`src/rtl/artemis_clk_pkg.sv`:
```
// Shared types and defaults for the Artemis PLL reset/lock sequencer.
package artemis_clk_pkg;

   typedef enum logic [2:0] {
      PLL_RST   = 3'd0,
      WAIT_LOCK = 3'd1,
      STABLE    = 3'd2,
      DDR_REL   = 3'd3,
      RUN       = 3'd4,
      FAIL      = 3'd5
   } state_e;

   localparam int DEF_PLL_RST_CYCLES = 16;
   localparam int DEF_LOCK_TIMEOUT   = 100000;
   localparam int DEF_STABLE_CYCLES  = 1024;
   localparam int DEF_DDR_RST_DELAY  = 64;
   localparam int DEF_MAX_RETRY      = 7;

   // Width of the shared down-counter: enough bits for the largest load value.
   function automatic int cnt_width(input int a, input int b, input int c, input int d);
      int m;
      m = a;
      if (b > m) m = b;
      if (c > m) m = c;
      if (d > m) m = d;
      return (m < 2) ? 1 : $clog2(m + 1);
   endfunction

endpackage

```
`src/rtl/artemis_sync_2ff.sv`:
```
// Two-flop synchronizer for a single asynchronous status bit, reset value 0.
module artemis_sync_2ff (
   input  logic clk,
   input  logic rst,
   input  logic d_i,
   output logic q_o
);

   logic meta_q;
   logic sync_q;

   // Two back-to-back capture flops; the first may go metastable.
   always_ff @(posedge clk) begin
      if (rst) begin
         meta_q <= 1'b0;
         sync_q <= 1'b0;
      end else begin
         meta_q <= d_i;
         sync_q <= meta_q;
      end
   end

   assign q_o = sync_q;

endmodule

```
`src/rtl/artemis_clk_rst_seq.sv`:
```
// PLL reset / lock sequencer: pulses the PLL reset, waits for a stable lock
// with timeout and bounded retries, then releases DDR3 and system resets in order.
module artemis_clk_rst_seq
   import artemis_clk_pkg::*;
#(
   parameter int PLL_RST_CYCLES = DEF_PLL_RST_CYCLES,
   parameter int LOCK_TIMEOUT   = DEF_LOCK_TIMEOUT,
   parameter int STABLE_CYCLES  = DEF_STABLE_CYCLES,
   parameter int DDR_RST_DELAY  = DEF_DDR_RST_DELAY,
   parameter int MAX_RETRY      = DEF_MAX_RETRY
) (
   input  logic       clk,
   input  logic       rst,
   input  logic       pll_locked,
   input  logic       restart,
   output logic       pll_rst,
   output logic       ddr3_rst,
   output logic       sys_rst,
   output logic       ready,
   output logic       fail,
   output logic       lock_lost,
   output logic [3:0] retry_cnt
);

   localparam int CW = cnt_width(PLL_RST_CYCLES, LOCK_TIMEOUT, STABLE_CYCLES, DDR_RST_DELAY);

   // A state with load value N-1 lasts N cycles. Reset loads one extra count so
   // that the first cycle after rst release still shows the freshly loaded value.
   localparam logic [CW-1:0] LD_RST     = CW'(PLL_RST_CYCLES);
   localparam logic [CW-1:0] LD_PLL_RST = CW'(PLL_RST_CYCLES - 1);
   localparam logic [CW-1:0] LD_WAIT    = CW'(LOCK_TIMEOUT - 1);
   // The locked sample that moves WAIT_LOCK to STABLE is the first of the window.
   localparam logic [CW-1:0] LD_STABLE  = CW'(STABLE_CYCLES - 2);
   localparam logic [CW-1:0] LD_DDR     = CW'(DDR_RST_DELAY - 1);
   localparam logic [3:0]    RETRY_MAX  = 4'(MAX_RETRY);

   logic          locked_s;
   state_e        state_q, state_d;
   logic [CW-1:0] cnt_q, cnt_d;
   logic [3:0]    retry_q, retry_d, retry_inc;
   logic          lock_lost_q, lock_lost_d;
   logic          pll_rst_q, pll_rst_d;
   logic          ddr3_rst_q, ddr3_rst_d;
   logic          sys_rst_q, sys_rst_d;
   logic          ready_q, ready_d;
   logic          fail_q, fail_d;

   artemis_sync_2ff u_lock_sync (
      .clk (clk),
      .rst (rst),
      .d_i (pll_locked),
      .q_o (locked_s)
   );

   // Next state, counter, retry and output decode; restart beats lock loss beats timer.
   always_comb begin
      state_d     = state_q;
      cnt_d       = (cnt_q != '0) ? cnt_q - CW'(1) : cnt_q;
      retry_d     = retry_q;
      lock_lost_d = lock_lost_q;
      retry_inc   = (retry_q == 4'hF) ? retry_q : retry_q + 4'd1;

      if (restart) begin
         state_d = PLL_RST;
         cnt_d   = LD_PLL_RST;
         retry_d = 4'd0;
      end else begin
         case (state_q)
            PLL_RST: begin
               if (cnt_q == '0) begin
                  state_d = WAIT_LOCK;
                  cnt_d   = LD_WAIT;
               end
            end
            WAIT_LOCK: begin
               if (locked_s) begin
                  state_d = STABLE;
                  cnt_d   = LD_STABLE;
               end else if (cnt_q == '0) begin
                  retry_d = retry_inc;
                  if (retry_inc == RETRY_MAX) begin
                     state_d = FAIL;
                  end else begin
                     state_d = PLL_RST;
                     cnt_d   = LD_PLL_RST;
                  end
               end
            end
            STABLE: begin
               if (!locked_s) begin
                  state_d = PLL_RST;
                  cnt_d   = LD_PLL_RST;
               end else if (cnt_q == '0) begin
                  state_d = DDR_REL;
                  cnt_d   = LD_DDR;
               end
            end
            DDR_REL: begin
               if (!locked_s) begin
                  state_d = PLL_RST;
                  cnt_d   = LD_PLL_RST;
               end else if (cnt_q == '0) begin
                  state_d = RUN;
               end
            end
            RUN: begin
               if (!locked_s) begin
                  state_d     = PLL_RST;
                  cnt_d       = LD_PLL_RST;
                  lock_lost_d = 1'b1;
               end
            end
            FAIL: begin
               state_d = FAIL;
            end
            default: begin
               state_d = PLL_RST;
               cnt_d   = LD_PLL_RST;
            end
         endcase
      end

      pll_rst_d  = (state_d == PLL_RST) || (state_d == FAIL);
      ddr3_rst_d = !((state_d == DDR_REL) || (state_d == RUN));
      sys_rst_d  = (state_d != RUN);
      ready_d    = (state_d == RUN);
      fail_d     = (state_d == FAIL);
   end

   // State, counter and registered outputs; rst forces the PLL_RST entry values.
   always_ff @(posedge clk) begin
      if (rst) begin
         state_q     <= PLL_RST;
         cnt_q       <= LD_RST;
         retry_q     <= 4'd0;
         lock_lost_q <= 1'b0;
         pll_rst_q   <= 1'b1;
         ddr3_rst_q  <= 1'b1;
         sys_rst_q   <= 1'b1;
         ready_q     <= 1'b0;
         fail_q      <= 1'b0;
      end else begin
         state_q     <= state_d;
         cnt_q       <= cnt_d;
         retry_q     <= retry_d;
         lock_lost_q <= lock_lost_d;
         pll_rst_q   <= pll_rst_d;
         ddr3_rst_q  <= ddr3_rst_d;
         sys_rst_q   <= sys_rst_d;
         ready_q     <= ready_d;
         fail_q      <= fail_d;
      end
   end

   assign pll_rst   = pll_rst_q;
   assign ddr3_rst  = ddr3_rst_q;
   assign sys_rst   = sys_rst_q;
   assign ready     = ready_q;
   assign fail      = fail_q;
   assign lock_lost = lock_lost_q;
   assign retry_cnt = retry_q;

endmodule
```
`config.mk`:
```
export PLATFORM = sky130hd
export DESIGN_NAME = artemis_clk_rst_seq
export DESIGN_NICKNAME = d
export VERILOG_FILES = /design/src/rtl/artemis_clk_pkg.sv /design/src/rtl/artemis_sync_2ff.sv /design/src/rtl/artemis_clk_rst_seq.sv
export SDC_FILE = /design/constraint.sdc
export NUM_CORES = 1
export LEC_CHECK = 0
export CAP_MARGIN = 20
export CORE_UTILIZATION = 31
export DETAILED_ROUTE_END_ITERATION = 12
export GPL_TIMING_DRIVEN = 0
export SLEW_MARGIN = 10
export SYNTH_ARGS = -nofsm -noshare
export SYNTH_HDL_FRONTEND = slang
export SYNTH_SLANG_ARGS = --single-unit
```
`constraint.sdc`:
```
create_clock -name clk -period 5.2 [get_ports clk]
set_input_delay 1.56 -clock clk [delete_from_list [all_inputs] [get_ports clk]]
set_output_delay 1.56 -clock clk [all_outputs]
set_load 0.02 [all_outputs]
```
==> impl_metrics.prom <==
# TYPE chip_impl_metric gauge
chip_impl_metric{name="number_of_warning_messages_in_the_yosys_log",unit=""} 0
chip_impl_info{name="root_buf_cell",value="clkbuf_8"} 1
chip_impl_metric{name="number_of_resized_instances_in_the_post_cts_repair_step",unit=""} 0
chip_impl_metric{name="synthesis.area",unit="sq mm"} 0.00204
chip_impl_metric{name="timing.final.crit_period",unit="ns"} 3.44
chip_impl_metric{name="post_cts_hold_buffer_count",unit=""} 0
chip_impl_metric{name="clockBufferDepth",unit=""} 2
chip_impl_metric{name="grt_max_degree",unit=""} 11
chip_impl_metric{name="drt_first_pass_iters",unit=""} 5
chip_impl_metric{name="drive_above_1_share",unit="%"} 8.27
chip_impl_info{name="grt_setup_unrepaired",value="false"} 1
chip_impl_metric{name="vias_in_the_first_global_route",unit=""} 1967
chip_impl_metric{name="antennaDiodeCount",unit=""} 0
chip_impl_metric{name="effective_utilization_at_floorplan",unit="%"} 32.1
chip_impl_metric{name="post_layout_utilization_of_the_core",unit="%"} 37.0
chip_impl_metric{name="cts-buffers-inserted",unit=""} 5
chip_impl_metric{name="top_level_ports",unit=""} 14
chip_impl_metric{name="synth-edff-count",unit=""} 0
chip_impl_metric{name="grt_util_overall",unit="%"} 18.2
chip_impl_metric{name="setup_total_negative_slack",unit="ns"} 0
chip_impl_info{name="ys_dominant_reg_cell",value="dfxtp_1"} 1
chip_impl_info{name="timing.hold.worst.class",value="reg2reg"} 1
chip_impl_metric{name="place_hpwl",unit="mm"} 4.37
chip_impl_metric{name="synth.net_count",unit=""} 266
chip_impl_metric{name="cellPowerDensity",unit="mW/mm^2"} 239
chip_impl_metric{name="flow.area_growth_from_synthesis",unit="%"} 15.3
chip_impl_metric{name="synthDistinctLibCells",unit=""} 54
chip_impl_metric{name="fill_cells",unit=""} 660
chip_impl_metric{name="drc",unit=""} 0
chip_impl_metric{name="fp.dieArea",unit="sq mm"} 0.00691
chip_impl_info{name="ys_top_cells_by_count",value="dfxtp_1 (32), nor2_1 (27), a21oi_1 (15), nand2_1 (15), nor3_1 (15)"} 1
chip_impl_metric{name="final-setup-viol-count",unit=""} 0
chip_impl_metric{name="routed-via-count",unit=""} 2089
chip_impl_metric{name="die-width",unit="um"} 83.1
chip_impl_metric{name="fin_worst_skew",unit="ns"} 0.00835
chip_impl_metric{name="critical_path_peak_fanout",unit=""} 8
chip_impl_info{name="synth.area.top_cells",value="dfxtp_1 (31%), nor2_1 (5.0%), a21oi_1 (3.7%)"} 1
chip_impl_metric{name="worstPathArrival",unit="ns"} 3.60
chip_impl_metric{name="timing_max_transition_violations_final",unit=""} 0
chip_impl_metric{name="tightest_slew",unit="ns"} 1.00
chip_impl_metric{name="drt-initial-drc-count",unit=""} 124
chip_impl_metric{name="cts_num_sinks",unit=""} 32
chip_impl_info{name="type_of_destination_of_the_critical_path",value="flop"} 1
chip_impl_metric{name="global_route_wire_length_before_repair",unit="mm"} 10.1
chip_impl_metric{name="placement.cell_area",unit="sq mm"} 0.00226
chip_impl_metric{name="post_cts.repair.setup_buffers",unit=""} 0
chip_impl_metric{name="asyncSetResetFlopFracSynth",unit="%"} 0
chip_impl_metric{name="r2r_slack",unit="ns"} 2.26
chip_impl_metric{name="slew_headroom",unit="%"} 32.6
chip_impl_metric{name="final_area",unit="sq mm"} 0.00235
chip_impl_metric{name="grt_overflow",unit=""} 0
chip_impl_metric{name="power.leakage",unit="nW"} 0.897
chip_impl_metric{name="fmax",unit="GHz"} 0.291
chip_impl_metric{name="netlist.area_leader.share",unit="%"} 31.4
chip_impl_metric{name="post-route-period-util",unit="%"} 66.1
chip_impl_metric{name="grt_antenna_before_repair",unit=""} 0
chip_impl_metric{name="final_nets",unit=""} 285
chip_impl_metric{name="power_after_layout",unit="mW"} 0.563
chip_impl_metric{name="ant_nets",unit=""} 0
chip_impl_metric{name="per_cell_via_count_in_the_routed_design",unit=""} 5.88
chip_impl_metric{name="max-vdd-ir-drop",unit="mV"} 0.116
chip_impl_metric{name="wirelength",unit="mm"} 5.98
chip_impl_metric{name="place_congestion",unit=""} 0.910
chip_impl_metric{name="critical_path_required",unit="ns"} 5.37
chip_impl_metric{name="yosysSeqAreaShare",unit="%"} 31.4
chip_impl_info{name="yosys.cell_count.top_type",value="dfxtp_1"} 1
chip_impl_info{name="run_status",value="complete, no violations"} 1
chip_impl_metric{name="clock_latency",unit="ns"} 0.29
chip_impl_metric{name="clk_transition_reported_paths",unit="ns"} 0.07
chip_impl_metric{name="num_rows",unit=""} 29
chip_impl_info{name="path_class",value="in2reg"} 1
chip_impl_metric{name="maxCapViolations",unit=""} 0
chip_impl_metric{name="wire_length_per_cell",unit="um"} 16.9
chip_impl_metric{name="htreeDepth",unit=""} 2
chip_impl_metric{name="avgSynthCellArea",unit="sq um"} 7.90
chip_impl_metric{name="core-area",unit="sq mm"} 0.00635
chip_impl_info{name="start_kind",value="input pin"} 1
chip_impl_info{name="tritoncts",value="done"} 1
chip_impl_metric{name="postSynthCellCount",unit=""} 258
chip_impl_metric{name="postSynthRegisterBits",unit=""} 32
chip_impl_info{name="synth_area_leader_cell",value="dfxtp_1"} 1
chip_impl_metric{name="port_buffers",unit=""} 12
chip_impl_metric{name="hold_viol",unit=""} 0
chip_impl_metric{name="die-height",unit="um"} 83.1
state kept, by name, summed over array words and instances, names as in the netlist:
| register | flops |
|---|---|
| pll_rst | 1 |
| fail | 1 |
| ready | 1 |
| u_lock_sync.q_o | 1 |
| state_q | 3 |
| sys_rst | 1 |
| u_lock_sync.meta_q | 1 |
| retry_cnt | 4 |
| lock_lost | 1 |
| cnt_q | 17 |
| ddr3_rst | 1 |
logic make-up (layout without fill, tap and decap cells):
logic type | count (synthesis) | after routing | share of synthesized area [%]
buffers and inverters | 26 | 46 | 5.46
AO/OA/AOI/OAI | 61 | 61 | 21.6
adder cells (fa/ha/maj) | 5 | 5 | 2.94
XOR/XNOR | 12 | 12 | 5.15
multiplexers | 6 | 6 | 3.01
flip-flops | 32 | 32 | 31.4
AND/OR/NAND/NOR | 116 | 116 | 30.4
layout make-up:
class                           count  area, sq um  area share, %
Buffer                             17         77.6           3.30
Clock buffer                        8         90.1           3.83
Tap cell                           77         96.3           4.10
Multi-Input combinational cell    200         1290           55.0
Inverter                            9         33.8           1.44
Sequential cell                    32          641           27.2
Timing Repair Buffer               12          120           5.11
worst max-delay path, cell delays in order:
cell	delay, ns
clkdlybuf4s50_1	0.52
or2_2	0.34
clkbuf_1	0.23
a21oi_1	0.42
nand3_1	0.14
a31oi_1	0.28
mux2i_1	0.11
report_power, final:
| group | internal (mW) | switching [mW] |
|---|---|---|
| clock network | 0.108 | 0.0953 |
| registers | 0.253 | 0.00805 |
| logic | 0.0378 | 0.0610 |
| total | 0.399 | 0.164 |
cell usage in the layout (no fill, tap or decap), types with 3 or more instances in the layout:
cell type,instances
a211oi_1,4
a21oi_1,15
a31oi_1,5
and3_1,3
buf_1,3
buf_2,5
clkbuf_1,10
clkbuf_8,6
clkdlybuf4s50_1,12
dfxtp_1,32
ha_1,4
inv_1,7
mux2i_1,5
nand2_1,15
nand2b_1,8
nand3_1,12
nand4_1,3
nor2_1,27
nor2b_1,5
nor3_1,15
nor4_1,11
o211ai_1,5
o21ai_0,7
o31a_1,3
o31ai_1,3
or3_1,4
or4_1,5
xnor2_1,7
xor2_1,5
final timing paths:
kind | startpoint | endpoint | cells after the start
min reg2reg | u_lock_sync.meta_q$_SDFF_PP0_ | u_lock_sync.q_o$_SDFF_PP0_ | 1
max reg2reg | cnt_q[0]$_SDFF_PP0_ | cnt_q[0]$_SDFF_PP0_ | 11
min | u_lock_sync.meta_q$_SDFF_PP0_ | u_lock_sync.q_o$_SDFF_PP0_ | 1
max | restart | ddr3_rst$_SDFF_PP1_ | 7
stage by stage:
stage | cells | hold slack, ns | worst slack, ns
after floorplan | 258 | 0.414 | 2.36
after global placement | 347 | 0.417 | 1.59
after CTS | 355 | 0.451 | 1.83
after global routing | 355 | 0.478 | 1.74
final | 355 | 0.446 | 1.76
after detailed placement | 347 | 0.431 | 1.59
layer usage:
layer / wire length [um] / track usage, % / vias up
met5: 0 / 0 / -
met4: 144 / 7.84 / 0
met3: 359 / 2.39 / 14
met2: 2740 / 29.2 / 79
met1: 2740 / 24.3 / 1001
li1: - / - / 995
(Power assumes the default switching activity.)
